==> src/rtl/weighted_seq_divider_if.sv <==
`default_nettype none
// ============================================================================
//  Module   : weighted_seq_divider_if
//  Purpose  : Operand/result handshake bundle for weighted_seq_divider.
//             Upstream side (master) drives the operands and out_ready.
//             The divider (slave) returns in_ready and the registered result.
//  Signals  : in_valid/in_ready    operand handshake
//             dividend [DW]        signed dividend
//             divisor  [DW]        unsigned divisor
//             weight   [WW]        base weight
//             out_valid/out_ready  result handshake
//             quot [QW], rem [DW], neg, result [WW], ovf, dbz
//  Revision : 1.0  initial release
// ============================================================================
interface weighted_seq_divider_if #(
   parameter int DW = 29,
   parameter int QW = 16,
   parameter int WW = 16
);
   logic          in_valid;
   logic          in_ready;
   logic [DW-1:0] dividend;
   logic [DW-1:0] divisor;
   logic [WW-1:0] weight;
   logic          out_valid;
   logic          out_ready;
   logic [QW-1:0] quot;
   logic [DW-1:0] rem;
   logic          neg;
   logic [WW-1:0] result;
   logic          ovf;
   logic          dbz;

   modport master (
      output in_valid, dividend, divisor, weight, out_ready,
      input  in_ready, out_valid, quot, rem, neg, result, ovf, dbz
   );

   modport slave (
      input  in_valid, dividend, divisor, weight, out_ready,
      output in_ready, out_valid, quot, rem, neg, result, ovf, dbz
   );
endinterface
`default_nettype wire

==> src/rtl/weighted_seq_divider.sv <==
`default_nettype none
// ============================================================================
//  Module   : weighted_seq_divider
//  Purpose  : Multi-cycle restoring divider for the delay-weight path.
//             Q = |dividend| * 2^FRAC / divisor, then result = weight +/- Q
//             (sign taken from the dividend), with clamp or wrap per SAT.
//             Flags remainder, divide-by-zero and overflow.
//  Ports    : clk  - clock, all state on rising edge
//             rst  - synchronous active-high reset
//             bus  - weighted_seq_divider_if.slave (operand/result handshake)
//  Timing   : accept at edge E, out_valid high after edge E+N+1, N=DW+FRAC.
//  Revision : 1.0  initial release
// ============================================================================
module weighted_seq_divider #(
   parameter int DW   = 29,
   parameter int FRAC = 0,
   parameter int QW   = 16,
   parameter int WW   = 16,
   parameter int SAT  = 1
) (
   input  wire logic               clk,
   input  wire logic               rst,
   weighted_seq_divider_if.slave   bus
);
   localparam int N  = DW + FRAC;
   localparam int CW = (N > 1) ? $clog2(N) : 1;
   // Result arithmetic is signed and two bits wider than the widest operand
   localparam int RW = ((QW > WW) ? QW : WW) + 2;

   localparam logic [CW-1:0]        c_LAST = CW'(N - 1);
   localparam logic signed [RW-1:0] c_RMAX = {{(RW-WW){1'b0}}, {WW{1'b1}}};

   localparam logic [1:0] c_IDLE = 2'd0;
   localparam logic [1:0] c_CALC = 2'd1;
   localparam logic [1:0] c_FIN  = 2'd2;
   localparam logic [1:0] c_DONE = 2'd3;

   logic [1:0]    r_state;
   logic [1:0]    w_state_nx;
   logic          w_in_ready;
   logic          w_out_valid;
   logic          w_accept;

   logic [CW-1:0] r_cnt;
   logic [N-1:0]  r_num;     // numerator bits shift out the top, quotient bits in at the bottom
   logic [DW-1:0] r_pr;      // partial remainder, always < divisor after each step
   logic [DW-1:0] r_div;
   logic [DW-1:0] r_mag;
   logic [WW-1:0] r_weight;
   logic          r_sign;
   logic          r_dbz_c;

   logic [QW-1:0] r_quot;
   logic [DW-1:0] r_rem;
   logic          r_neg;
   logic [WW-1:0] r_result;
   logic          r_ovf;
   logic          r_dbz;

   // ---------------------------------------------------------------- FSM
   always_ff @(posedge clk) begin
      if (rst) r_state <= c_IDLE;
      else     r_state <= w_state_nx;
   end

   always_comb begin
      w_state_nx = r_state;
      case (r_state)
         c_IDLE:  if (bus.in_valid)      w_state_nx = c_CALC;
         c_CALC:  if (r_cnt == c_LAST)   w_state_nx = c_FIN;
         c_FIN:                          w_state_nx = c_DONE;
         c_DONE:  if (bus.out_ready)     w_state_nx = c_IDLE;
         default:                        w_state_nx = c_IDLE;
      endcase
   end

   always_comb begin
      w_in_ready  = (r_state == c_IDLE);
      w_out_valid = (r_state == c_DONE);
   end

   assign w_accept = w_in_ready & bus.in_valid;

   // ---------------------------------------------------------------- capture
   // Negating -2^(DW-1) in DW bits yields 2^(DW-1), which is the correct
   // unsigned magnitude.
   logic [DW-1:0] w_mag;
   logic [N-1:0]  w_num_init;

   assign w_mag = bus.dividend[DW-1] ? (DW'(0) - bus.dividend) : bus.dividend;

   always_comb begin
      w_num_init            = '0;
      w_num_init[N-1 -: DW] = w_mag;
   end

   // ---------------------------------------------------------------- step
   // The shifted partial remainder is DW+1 bits wide. If its top bit is set
   // it certainly exceeds the divisor, and the difference fits in DW bits,
   // so the subtraction can be done on the low DW bits alone.
   logic          w_top;
   logic [DW-1:0] w_low;
   logic          w_ge;
   logic [DW-1:0] w_pr_nx;

   assign w_top   = r_pr[DW-1];
   assign w_low   = {r_pr[DW-2:0], r_num[N-1]};
   assign w_ge    = w_top | (w_low >= r_div);
   assign w_pr_nx = w_ge ? (w_low - r_div) : w_low;

   // ---------------------------------------------------------------- finish
   logic [N-1:0]           w_q_full;
   logic                   w_q_ovf;
   logic [QW-1:0]          w_q_lo;
   logic [QW-1:0]          w_quot;
   logic [DW-1:0]          w_rem;
   logic signed [RW-1:0]   w_w_ext;
   logic signed [RW-1:0]   w_q_ext;
   logic signed [RW-1:0]   w_sum;
   logic                   w_lo;
   logic                   w_hi;
   logic [WW-1:0]          w_result;
   logic                   w_ovf;

   // Divide-by-zero reports an all-ones quotient regardless of the datapath
   assign w_q_full = r_dbz_c ? {N{1'b1}} : r_num;

   generate
      if (N > QW) begin : g_q_wide
         assign w_q_ovf = |w_q_full[N-1:QW];
         assign w_q_lo  = w_q_full[QW-1:0];
      end else begin : g_q_narrow
         assign w_q_ovf = 1'b0;
         assign w_q_lo  = QW'(w_q_full);
      end
   endgenerate

   assign w_quot  = ((SAT != 0) && w_q_ovf) ? {QW{1'b1}} : w_q_lo;
   assign w_rem   = r_dbz_c ? r_mag : r_pr;

   assign w_w_ext = {{(RW-WW){1'b0}}, r_weight};
   assign w_q_ext = {{(RW-QW){1'b0}}, w_quot};
   assign w_sum   = r_sign ? (w_w_ext - w_q_ext) : (w_w_ext + w_q_ext);
   assign w_lo    = w_sum[RW-1];
   assign w_hi    = !w_lo && (w_sum > c_RMAX);

   always_comb begin
      w_result = w_sum[WW-1:0];
      if (SAT != 0) begin
         if (w_lo)      w_result = '0;
         else if (w_hi) w_result = {WW{1'b1}};
      end
   end

   assign w_ovf = r_dbz_c | w_q_ovf | w_lo | w_hi;

   // ---------------------------------------------------------------- datapath
   always_ff @(posedge clk) begin
      if (rst) begin
         r_cnt    <= '0;
         r_num    <= '0;
         r_pr     <= '0;
         r_div    <= '0;
         r_mag    <= '0;
         r_weight <= '0;
         r_sign   <= 1'b0;
         r_dbz_c  <= 1'b0;
         r_quot   <= '0;
         r_rem    <= '0;
         r_neg    <= 1'b0;
         r_result <= '0;
         r_ovf    <= 1'b0;
         r_dbz    <= 1'b0;
      end else begin
         if (w_accept) begin
            r_cnt    <= '0;
            r_num    <= w_num_init;
            r_pr     <= '0;
            r_div    <= bus.divisor;
            r_mag    <= w_mag;
            r_weight <= bus.weight;
            r_sign   <= bus.dividend[DW-1];
            r_dbz_c  <= (bus.divisor == '0);
         end
         if (r_state == c_CALC) begin
            r_pr  <= w_pr_nx;
            r_num <= {r_num[N-2:0], w_ge};
            r_cnt <= r_cnt + CW'(1);
         end
         // Outputs change only here and hold until the next FIN
         if (r_state == c_FIN) begin
            r_quot   <= w_quot;
            r_rem    <= w_rem;
            r_neg    <= r_sign;
            r_result <= w_result;
            r_ovf    <= w_ovf;
            r_dbz    <= r_dbz_c;
         end
      end
   end

   assign bus.in_ready  = w_in_ready;
   assign bus.out_valid = w_out_valid;
   assign bus.quot      = r_quot;
   assign bus.rem       = r_rem;
   assign bus.neg       = r_neg;
   assign bus.result    = r_result;
   assign bus.ovf       = r_ovf;
   assign bus.dbz       = r_dbz;

endmodule
`default_nettype wire

==> src/flat_wrapper.sv <==
// flat-port wrapper written by rule: the top's interface ports become plain ports
module weighted_seq_divider_flat 
#(
   parameter int DW   = 29,
   parameter int FRAC = 0,
   parameter int QW   = 16,
   parameter int WW   = 16,
   parameter int SAT  = 1
)
  (clk, rst, bus_in_valid, bus_dividend, bus_divisor, bus_weight, bus_out_ready, bus_in_ready, bus_out_valid, bus_quot, bus_rem, bus_neg, bus_result, bus_ovf, bus_dbz);
  weighted_seq_divider_if #(.DW(DW), .QW(QW), .WW(WW)) bus_i ();
  input  wire logic clk;
  input  wire logic rst;
  input wire logic [$bits(bus_i.in_valid)-1:0] bus_in_valid;
  input wire logic [$bits(bus_i.dividend)-1:0] bus_dividend;
  input wire logic [$bits(bus_i.divisor)-1:0] bus_divisor;
  input wire logic [$bits(bus_i.weight)-1:0] bus_weight;
  input wire logic [$bits(bus_i.out_ready)-1:0] bus_out_ready;
  output wire logic [$bits(bus_i.in_ready)-1:0] bus_in_ready;
  output wire logic [$bits(bus_i.out_valid)-1:0] bus_out_valid;
  output wire logic [$bits(bus_i.quot)-1:0] bus_quot;
  output wire logic [$bits(bus_i.rem)-1:0] bus_rem;
  output wire logic [$bits(bus_i.neg)-1:0] bus_neg;
  output wire logic [$bits(bus_i.result)-1:0] bus_result;
  output wire logic [$bits(bus_i.ovf)-1:0] bus_ovf;
  output wire logic [$bits(bus_i.dbz)-1:0] bus_dbz;
  assign bus_i.in_valid = bus_in_valid;
  assign bus_i.dividend = bus_dividend;
  assign bus_i.divisor = bus_divisor;
  assign bus_i.weight = bus_weight;
  assign bus_i.out_ready = bus_out_ready;
  assign bus_in_ready = bus_i.in_ready;
  assign bus_out_valid = bus_i.out_valid;
  assign bus_quot = bus_i.quot;
  assign bus_rem = bus_i.rem;
  assign bus_neg = bus_i.neg;
  assign bus_result = bus_i.result;
  assign bus_ovf = bus_i.ovf;
  assign bus_dbz = bus_i.dbz;
  weighted_seq_divider #(.DW(DW), .FRAC(FRAC), .QW(QW), .WW(WW), .SAT(SAT)) u_core (.clk(clk), .rst(rst), .bus(bus_i));
endmodule
==> config.mk <==
export PLATFORM = sky130hd
export DESIGN_NAME = weighted_seq_divider_flat
export DESIGN_NICKNAME = d
export VERILOG_FILES = /design/src/rtl/weighted_seq_divider_if.sv /design/src/rtl/weighted_seq_divider.sv /design/src/flat_wrapper.sv
export SDC_FILE = /design/constraint.sdc
export NUM_CORES = 1
export LEC_CHECK = 0
export ABC_AREA = 1
export BUFFER_PORTS_ARGS = -buffer_cell sky130_fd_sc_hd__buf_4
export CORE_ASPECT_RATIO = 1.5
export CORE_UTILIZATION = 31
export CTS_CLUSTER_DIAMETER = 150
export CTS_CLUSTER_SIZE = 8
export DETAILED_ROUTE_END_ITERATION = 7
export GPL_TIMING_DRIVEN = 1
export PLACE_DENSITY = 0.49
export SYNTH_ARGS = -nofsm -noshare
export SYNTH_HDL_FRONTEND = slang
export SYNTH_SLANG_ARGS = --single-unit
==> constraint.sdc <==
create_clock -name clk -period 7.7 [get_ports clk]
set_clock_uncertainty 0.1 [all_clocks]
set_input_delay 0 -clock clk [delete_from_list [all_inputs] [get_ports clk]]
set_output_delay 0 -clock clk [all_outputs]
set_load 0.05 [all_outputs]
## Yosys cells after proc, flatten, opt, wreduce, memory -nomap -nowiden

Index checks and enable logic that the tools add are counted.

- Reduce and logical (&&, ||, !) cells: 7
- $add $sub $neg: 5
- Bitwise operators: 5
- Mux-type cells: 18
- Order comparisons: 2
- Equality and inequality tests: 7

Operator list:

| kind | number |
|---|---|
| two-way mux 29 bit | 8 |
| two-way mux 16 bit | 3 |
| greater-or-equal comparator 29 bit | 1 |
| logical NOT 29 bit | 1 |
| subtractor 1 x 29 -> 29 bit (first input constant) | 1 |
| subtractor 29 bit | 1 |
| greater-than comparator 18 x 17 -> 1 bit (second input constant) | 1 |
| two-way mux 18 bit | 1 |
| adder 16 x 16 -> 17 bit | 1 |
| subtractor 16 x 16 -> 17 bit | 1 |
| OR reduction 13 bit | 1 |
| two-way mux 5 bit | 2 |
| case mux 2 bit (4 select lines) | 1 |
| two-way mux 2 bit | 3 |
| adder 5 x 1 -> 5 bit (second input constant) | 1 |
| == test 5 bit (second input constant) | 1 |
| == test 2 bit (second input constant) | 2 |
| != test 2 bit (second input constant) | 2 |
| bitwise OR 1 bit | 4 |
| AND reduction 3 bit | 1 |
| == test 2 x 1 -> 1 bit (second input constant) | 1 |
| logical NOT 2 bit | 1 |
| != test 2 x 1 -> 1 bit (second input constant) | 1 |
| nonzero test 2 bit | 1 |
| other kinds (3) | 3 |

- Word-level logic and storage cells: 59
- Input port bits: 78
- Flip-flop bits (word level): 205

## Depth between registers and ports, before layout

Gate-level depths: netlist of the first run.

- Depth after elaboration: 9
- Depth in mapped cells: 24
- Mapped depth without buffers: 23

## Least setup slack after synthesis of the first run

OpenSTA, ideal clock, no wires.

- Kind: reg-to-reg
- Start point: register u_core.r_dbz_c
- End point: register u_core.r_result[11], in the netlist u_core.bus.result[11]
- Cell stages (with the launch flop): 23
- Library setup time: 0.132 ns
- Buffers on the path: 3
- Arrival: 2.686 ns
- Period minus slack after synthesis: 2.918 ns
- Path slack: 4.782 ns
- Cell sequence: dfxtp_1 clkbuf_1 nor3_1 nand2_1 clkbuf_1 inv_1 nand2_1 ha_1 inv_1 fa_1 nand2_1 nand2_1 nand2_1 nand2_1 nand2_1 nand2_1 nand3b_1 nand3_1 nand2_1 inv_2 buf_4 nand2_1 a21oi_1

- Longest elaborated chain between the ends: 9
- Elaborated cells between the ends (all ways): 11
- Classes of those cells: add/sub: 2; order compare: 1; mux: 5; reduce/logical: 3

Ends and longest elaborated chain:

| what | line | RTL |
|---|---|---|
| start: declaration | weighted_seq_divider.sv:51 | `logic r_dbz_c;` |
| start signal: assignment | weighted_seq_divider.sv:183 | `r_dbz_c <= (bus.divisor == '0);` |
| two-way mux 29 bit (*) | weighted_seq_divider.sv:126 | `assign w_q_full = r_dbz_c ? {N{1'b1}} : r_num;` |
| OR reduction 13 bit | weighted_seq_divider.sv:130 | `assign w_q_ovf = \|w_q_full[N-1:QW];` |
| two-way mux 16 bit (*) | weighted_seq_divider.sv:138 | `assign w_quot = ((SAT != 0) && w_q_ovf) ? {QW{1'b1}} : w_q_lo;` |
| via u_core.w_quot[0] | weighted_seq_divider.sv:115 | `logic [QW-1:0] w_quot;` |
| adder 16 x 16 -> 17 bit / subtractor 16 x 16 -> 17 bit (equally long branches) | weighted_seq_divider.sv:143 | `assign w_sum = r_sign ? (w_w_ext - w_q_ext) : (w_w_ext + w_q_ext);` |
| two-way mux 18 bit (*) | weighted_seq_divider.sv:143 |  |
| greater-than comparator 18 x 17 -> 1 bit / logical NOT 1 bit (equally long branches) | weighted_seq_divider.sv:145 | `assign w_hi = !w_lo && (w_sum > c_RMAX);` |
| logical AND 1 bit | weighted_seq_divider.sv:145 |  |
| two-way mux 16 bit | weighted_seq_divider.sv:151 | `else if (w_hi) w_result = {WW{1'b1}};` |
| two-way mux 16 bit (*) | weighted_seq_divider.sv:150 | `if (w_lo) w_result = '0;` |
| end signal: assignment | weighted_seq_divider.sv:195 | `r_result <= w_result;` |
| end: declaration | weighted_seq_divider.sv:56 | `logic [WW-1:0] r_result;` |

Mark *: on every way through the listed nets, which the timed path passes. The rest lies on a longest branch.
A chain may end at the register's enable or synchronous reset.

## Worst setup path after layout of the first run

- Start point: register u_core.r_num[19]
- End point: register u_core.r_result[14], in the netlist u_core.bus.result[14]

- Longest elaborated chain between the ends: 9
- Elaborated cells between the ends (all ways): 11
- Classes of those cells: add/sub: 2; order compare: 1; mux: 5; reduce/logical: 3

Ends and longest elaborated chain:

| what | line | RTL |
|---|---|---|
| start: declaration | weighted_seq_divider.sv:45 | `logic [N-1:0] r_num;` |
| start signal: assignment | weighted_seq_divider.sv:177 | `r_num <= w_num_init;` |
| start signal: assignment | weighted_seq_divider.sv:187 | `r_num <= {r_num[N-2:0], w_ge};` |
| two-way mux 29 bit (*) | weighted_seq_divider.sv:126 |  |
| OR reduction 13 bit (*) | weighted_seq_divider.sv:130 |  |
| two-way mux 16 bit (*) | weighted_seq_divider.sv:138 |  |
| via u_core.w_quot[12] | weighted_seq_divider.sv:115 |  |
| adder 16 x 16 -> 17 bit / subtractor 16 x 16 -> 17 bit (equally long branches) | weighted_seq_divider.sv:143 |  |
| two-way mux 18 bit (*) | weighted_seq_divider.sv:143 |  |
| greater-than comparator 18 x 17 -> 1 bit / logical NOT 1 bit (equally long branches) | weighted_seq_divider.sv:145 |  |
| logical AND 1 bit | weighted_seq_divider.sv:145 |  |
| two-way mux 16 bit | weighted_seq_divider.sv:151 |  |
| two-way mux 16 bit (*) | weighted_seq_divider.sv:150 |  |

Marks and branches as above.

==> metrics.yaml, run 1 <==
critical_path:
  cp-end-kind: "flop"
  worstPathArrival_ns: 4.37
  rrSetupSlack_ns: 3.63
  critical_path_class: "flop to flop"
  worst_ep_required_time_ns: 8.00
  r2r-end: "u_core.bus.result[14]"
  critical_path.max_fanout: 16
  r2r-start: "u_core.r_num[19]"
  r2r_cells: 17
  startpoint_type: "flop"
logic_synthesis:
  netlist_area_um2: 13500
  synthFlopType: "dfxtp_1"
  synth_nets: 2330
  synth_warnings: 0
  synth_seq_cells: 205
  synth_edf_count: 0
  avgSynthCellArea_um2: 6.21
  synth_area_leaders: "dfxtp_1 (30%), nand2_1 (17%), inv_1 (8.6%)"
  ys_seq_area_share_pct: 30.4
  syn_inst: 2176
  async_flop_share_pct: 0
  yosys.area.top_type: "dfxtp_1"
  ys_types: 43
  synth.top_cell.area_share_pct: 30.4
routing:
  top_layer_used: "met4"
  wl_per_cell_um: 17.5
  dr.first_iter.drc_count: 990
  dr_wl_met3_um: 1840
  routed_wl_um: 51200
  antenna_left: 0
  wl_met1_um: 20100
  viasPerCell: 4.92
  route.detailed.drc: 0
  first_pass_iters: 5
  vias: 14375
  dr_wl_met2_um: 27400
global_route:
  grt_max_degree: 79
  grtUsageTotal_pct: 22.8
  grt_antenna_before_repair: 1
  first_global_vias: 14083
  grt.overflow.total: 0
  grt_pass1_wl_um: 79600
placement:
  dpl-instance-area_um2: 15000
  place_ws_ns: 3.76
  dp_hpwl_um: 38900
  io_buffer_count: 143
  gp_congestion: 0.951
floorplanning:
  core_area_um2: 42900
  dieArea_um2: 44500
  die_h_um: 258
  ios: 144
  start_util_pct: 31.5
  rows: 93
  die_w_um: 173
power_and_ir_drop:
  p_leak_nw: 8.08
  ir_drop_mv: 0.215
  power_density_nw_per_um2: 446
  switching_share_pct: 54.4
  seq_power_share_pct: 21.0
  p_clk_share_pct: 15.2
  finalPower_mw: 7.41
  comb_power_share_pct: 63.7
  p_sw_mw: 4.03
  power.internal_mw: 3.38
final_layout:
  nets: 2502
  drive_gt1_share_pct: 9.11
  syn_to_final_growth_pct: 22.8
  fin_area_um2: 16600
clock_network:
  cts_sinks: 205
  cts.clk_slew.worst_paths_ns: 0.05
  h-tree-depth: 1
  numCtsBuffers: 29
  cts_resized: 0
  worstSkewPairLatency_ns: 0.57
  postCtsSetupBuffers: 0
  clockRootBuffer: "clkbuf_16"
  cts_tree: "built"
  clock_path_buffers: 3
sta:
  clock.fmax_mhz: 246
  slew_violations: 0
  finalCriticalPeriod_ns: 4.07
  rsz0062_at_grt: "false"
  final.setup.tns_ns: 0
  fin_crit_sh_pct: 52.9
  worst_hold_slack_ns: 0.0364
  hold_viol_final: 0
  maxSlewHeadroom_pct: 35.8
  timing.final.ws_setup_ns: 3.63
  worstMarginPinSlew_ns: 0.962
  setup_viol: 0
hold_path:
  min_delay_path_depth: 5
  min_to: "u_core.r_num[26]"
  min_path_type: "primary input to flop"
  min_from: "bus_dividend[26]"
job:
  drv_cap: 0
outcome:
  outcome: "finished, final reports clean"
-- layout make-up --
cell class	instances	area (um^2)
clock buffers	29	726
inverters	319	1200
repair buffers	240	2020
clock inverters	2	13.8
diodes	1	2.50
fillers	4650	26300
flip-flops and latches	205	4100
well taps	570	713
multi-input cells	1553	7820
-- Yosys cell counts (all sizes together) (18+ instances only) --
cell type and number:
buf 25, nand4 62, ha 73, o21ai 104
a21oi 151, nand2 618, nand3 188, dfxtp 205
inv 317, o211ai 33, nor2 201, a31oi 18
clkbuf 74, xor2 25
-- power by group through the flow --
stage | Sequential [mW] | Clock, mW | Combinational [mW]
global route | 1.59 | 1.20 | 5.26
global placement | 1.58 | 0 | 4.68
finish | 1.56 | 1.13 | 4.72
detailed placement | 1.58 | 0 | 4.67
CTS | 1.56 | 1.17 | 4.75
floorplan | 1.91 | 0 | 2.94
-- registers in the layout, summed over array words and instances, names as in the netlist, 16 cells and up --
signal	count
u_core.bus.rem	29
u_core.bus.result	16
u_core.r_div	29
u_core.r_mag	29
u_core.r_num	29
u_core.bus.quot	16
u_core.r_weight	16
u_core.r_pr	29
-- metrics by stage --
| step | util, % | std cells |
|---|---|---|
| after floorplan | - | 2176 |
| after global placement | 34.9 | 2800 |
| after detailed placement | 34.9 | 2800 |
| after CTS | 38.7 | 2918 |
| after global routing | 38.7 | 2919 |
| final | 38.7 | 2919 |
-- how the worst max path moves through the flow --
| stage | end | start | cells past startpoint |
|---|---|---|---|
| after global routing | u_core.bus.result[1] | u_core.r_num[19] | 17 |
| after global placement | u_core.bus.result[14] | u_core.r_num[27] | 17 |
| after CTS | u_core.bus.result[14] | u_core.r_num[19] | 17 |
| final | u_core.bus.result[14] | u_core.r_num[19] | 17 |
| after floorplan | u_core.bus.result[11] | u_core.r_dbz_c | 22 |
| after detailed placement | u_core.bus.result[14] | u_core.r_num[19] | 17 |
-- routing by layer --
layer | vias to the layer above | GRT usage, %
met5 | - | 0
met4 | 0 | 8.78
met3 | 91 | 2.09
met2 | 333 | 44.7
met1 | 6608 | 24.8
li1 | 7343 | -
-- cells in the final DEF, fill, tap and decap left out, types with 3 or more instances in the layout --
cell and instances:
nand2_1 614, inv_1 309, dfxtp_1 205, nor2_1 195
nand3_1 186, buf_4 153, a21oi_1 151, o21ai_0 104
dlygate4sd3_1 87, ha_1 71, nand4_1 62, o211ai_1 33
clkbuf_16 29, xor2_1 25, a31oi_1 17, o22ai_1 14
nor3_1 13, o21bai_1 8, inv_2 7, o21a_1 7
nor4_1 7, and2_1 5, nor2_2 5, or2_2 5
a211oi_1 4, nand3b_1 3, xnor2_1 3, fa_1 3
-- critical path: stages, from the launching register on --
cell and delay [ns]:
dfxtp_1 0.30, inv_1 0.09, nand4_1 0.10, nor3_1 0.16, nand2_1 0.50, nor2_1 0.49
inv_1 0.08, ha_1 0.43, nor2_1 0.25, nand2_1 0.10, nor3_1 0.47, nand2_1 0.24
nand3_1 0.14, nand3_1 0.08, nand2_1 0.16, nand2_1 0.08, nand2_1 0.09, a21oi_1 0.06
-- repair_timing --
| action | CTS | global route |
|---|---|---|
| setup endpoints to repair | 0 | 0 |
| hold buffers | 87 | 0 |
| endpoints found under the hold margin | 126 | 0 |
-- cell families (layout without fill, tap and decap cells) --
logic type,count (synthesis),count (layout),share of synthesized area (%)
flip-flops,205,205,30.4
AND/OR/NAND/NOR,1104,1104,34.5
AO/OA/AOI/OAI,345,345,14.2
other,0,1,0
XOR/XNOR,28,28,1.81
buffers and inverters,418,590,11.9
adder cells (fa/ha/maj),76,76,7.20
Power figures use the tool's default switching activity.
==> run 2: changes to the inputs <==
- ABC_AREA: 1 -> 0
- PLACE_DENSITY: 0.49 -> 0.52
- clock period: 7.7 -> 3.61 ns (I/O delays scaled with it)
==> run 2 against run 1 <==
Effect of this change:
- the run now ends with negative setup slack left
- via count decreased by 17%
- cell count decreased by 20%
- global-route usage shrank 2.1 points
- synthesized area down 13%
- first-iteration DRC count down 37%
- critical endpoint is now u_core.bus.result[7]
- largest cell class unchanged
- highest routed layer unchanged
==> metrics.yaml, run 2 <==
logic_synthesis:
  synth_nets: 1661  # -29%
  synth.top_cell.area_share_pct: 34.8  # +4.4 points
  ys_types: 77  # +79%
  ys_seq_area_share_pct: 34.8  # +4.4 points
  synth_seq_cells: 205  # unchanged
  synth-simple-area-share_pct: 18.7  # -16 points
  synth_fa_ha_area_share_pct: 8.25  # +1.1 points
  avgSynthCellArea_um2: 7.83  # +26%
  synthMuxAreaShare_pct: 3.24  # +3.2 points
  synth_edf_count: 0  # unchanged
  synth_warnings: 0  # unchanged
  synth_most_common_cell: "dfxtp_1"
  yosys.area.top_type: "dfxtp_1"
  synth_xor_area_share_pct: 3.64  # +1.8 points
  netlist_area_um2: 11800  # -13%
  synth_top_cells_by_count: "dfxtp_1 (205), nand2_1 (191), nor2_1 (170)"
  synthFlopType: "dfxtp_1"
  synth_area_leaders: "dfxtp_1 (35%), ha_1 (7.7%), a21oi_1 (7.1%)"
  async_flop_share_pct: 0  # unchanged
  synth_compound_gate_area_share_pct: 25.8  # +12 points
  syn_inst: 1507  # -31%
  synth_top_family_by_area: "compound AO/OA/AOI/OAI gates"
clock_network:
  h-tree-depth: 1  # unchanged
  clock_path_buffers: 3  # unchanged
  cts_sinks: 205  # unchanged
  clockRootBuffer: "clkbuf_16"
  cts.clk_slew.worst_paths_ns: 0.05  # about the same
  cts_tree: "built"
  worstSkewPairLatency_ns: 0.56  # about the same
  numCtsBuffers: 29  # unchanged
sta:
  hold_viol_final: 0  # unchanged
  timing.final.ws_setup_ns: -0.0992  # -3.73 ns
  finalCriticalPeriod_ns: 3.71  # -0.363 ns
  clock.fmax_mhz: 270  # +9.8%
  setup_viol: 17  # +17
  fin_crit_sh_pct: 103  # +50 points
  slew_violations: 0  # unchanged
  rsz0062_at_grt: "true"
  final.setup.tns_ns: -1.24  # -1.24 ns
  maxSlewHeadroom_pct: 45.4  # +9.5 points
  worstMarginPinSlew_ns: 0.819  # -0.144 ns
critical_path:
  cpMostUsedCell: "a211o_1"
  critical_path.top_delay_family: "compound AO/OA/AOI/OAI gates"
  path_buf_inv: 3  # +1
  cp_slowest_cell: "dfxtp_2"
  worst_ep_required_time_ns: 3.98  # -4.02 ns
  r2r-start: "u_core.r_num[28]"
  crit_chain: "nor4_4, nand4_1, or2_4, ha_4, inv_2, fa_2, a211oi_4, o31ai_4, o211ai_1, a211o_1, a211o_1, a2111oi_4, buf_4, buf_6, o22ai_1, a21oi_1"
  critical_path_class: "flop to flop"
  worstPathArrival_ns: 4.08  # -0.29 ns
  startpoint: "u_core.r_num[28]"
  cp-end-kind: "flop"
  crit_path_max_incr_delay_ns: 0.33  # -0.17 ns
  startpoint_type: "flop"
  critical_path.max_fanout: 6  # -10
routing:
  dr.first_iter.drc_count: 623  # -37%
  route.detailed.drc: 0  # unchanged
  first_pass_iters: 6  # +1
  antenna_left: 0  # unchanged
  vias: 11964  # -17%
  wl_per_cell_um: 17.6  # +0.24%
  viasPerCell: 5.15  # +4.7%
  routed_wl_um: 40800  # -20%
placement:
  dpl-instance-area_um2: 13900  # -7.2%
  io_buffer_count: 143  # unchanged
  gp_congestion: 0.905  # -4.8%
  dp_hpwl_um: 29300  # -25%
hold_path:
  min_from: "bus_weight[4]"
  min_path_type: "primary input to flop"
floorplanning:
  dieArea_um2: 38800  # -13%
  die_h_um: 241  # -6.5%
  rows: 87  # -6.5%
  start_util_pct: 31.4  # -0.082 points
  ios: 144  # unchanged
  die_w_um: 161  # -6.5%
  core_area_um2: 37600  # -13%
outcome:
  outcome: "finished, violations left"
  violations: "negative setup slack"
final_layout:
  fill_cells: 3804  # -18%
  nets: 1986  # -21%
  syn_to_final_growth_pct: 39.2
  drive_gt1_share_pct: 19.9  # +11 points
  fin_area_um2: 16400  # -1.1%
  final_cell_mix: "buf_4 (237), dfxtp_1 (203), nand2_1 (189)"
  num_antenna_cells: 0  # -1
  final_common_cell: "buf_4"
job:
  drv_cap: 0  # unchanged
global_route:
  grt.overflow.total: 0  # unchanged
  grtUsageTotal_pct: 20.7  # -2.1 points
  grt_antenna_before_repair: 0  # -1
  first_global_vias: 12056  # -14%
  grt_pass1_wl_um: 63800  # -20%
  grt_max_degree: 128  # +62%
power_and_ir_drop:
  power.internal_mw: 8.68  # +160%
  p_sw_mw: 7.77  # +93%
  power_density_nw_per_um2: 1000  # +120%
  p_leak_nw: 6.68  # -17%
  p_clk_share_pct: 14.6  # -0.6 points
  switching_share_pct: 47.2  # -7.2 points
  finalPower_mw: 16.5  # +120%
  comb_power_share_pct: 64.1  # +0.4 points
  seq_power_share_pct: 21.3  # +0.3 points
  ir_drop_mv: 0.452  # +110%
## run 2: through the flow
step	setup WS [ns]	utilization (%)	cells	hold WS, ns
2_1_floorplan	-0.128	-	1507	0.0360
3_3_place_gp	-0.357	37.0	2144	0.158
3_5_place_dp	-0.481	37.0	2144	0.165
4_1_cts	-0.203	43.1	2318	0.142
5_1_grt	-0.251	43.7	2321	0.177
6_report	-0.0992	43.7	2321	0.161
## run 2: timing repair
action / 4_1_cts / 5_1_grt
resized for setup: 30 / 40
pin swaps: 22 / 13
endpoints found under the hold margin: 130 / 0
setup buffers: 8 / 3
setup endpoints to repair: 17 / 17
hold buffers: 136 / 0
## run 2: per-layer routing
layer  vias to the layer above  share of wire, %  routed length [um]  track usage [%]
met4                         0               2.5                1000             6.52
met1                      5671                40               16400             22.6
met5                         -                 0                   0                0
met2                       244                54               22000             41.1
met3                        66               3.3                1360             2.15
li1                       5983                 -                   -                -
## run 2: logic make-up (layout without fill, tap and decap cells)
kind of cell             count (synthesis)  count (layout)
AND/OR/NAND/NOR                        498             498
AO/OA/AOI/OAI                          468             468
flip-flops                             205             205
buffers and inverters                  173             498
adder cells (fa/ha/maj)                 76              76
XOR/XNOR                                49              49
multiplexers                            38              38
## run 2: worst reg2reg max path, cell delays in order, from the launching register on
cell and delay [ns]:
dfxtp_2 0.33, nor4_4 0.28, nand4_1 0.21, or2_4 0.32, ha_4 0.16, inv_2 0.05, fa_2 0.25, a211oi_4 0.09
o31ai_4 0.19, o211ai_1 0.17, a211o_1 0.33, a211o_1 0.32, a2111oi_4 0.29, buf_4 0.19, buf_6 0.12, o22ai_1 0.09
a21oi_1 0.14
## run 2: path summary, 6_finish.rpt
check / to / slack (ns) / cells past startpoint
max: u_core.bus.result[7] / -0.1 / 16
min: u_core.r_weight[4] / 0.16 / 4
max reg2reg: u_core.bus.result[7] / -0.1 / 16
min reg2reg: u_core.r_mag[28] / 0.36 / 2
## run 2: power by group through the flow
stage | Combinational (mW) | Sequential (mW) | Clock [mW]
6_report | 10.5 | 3.50 | 2.40
5_1_grt | 11.5 | 3.58 | 2.55
4_1_cts | 10.3 | 3.49 | 2.47
3_5_place_dp | 9.82 | 3.52 | 0
3_3_place_gp | 9.80 | 3.50 | 0
2_1_floorplan | 5.82 | 4.22 | 0
## run 2: cell type report
class	count	area, um^2	area share, %
sequential	205	4110	25.0
clock inverter	2	13.8	0.0839
tap	489	612	3.73
multi-input combinational	1129	7370	44.9
inverter	84	315	1.92
clock buffer	29	726	4.42
timing repair buffer	383	3270	19.9
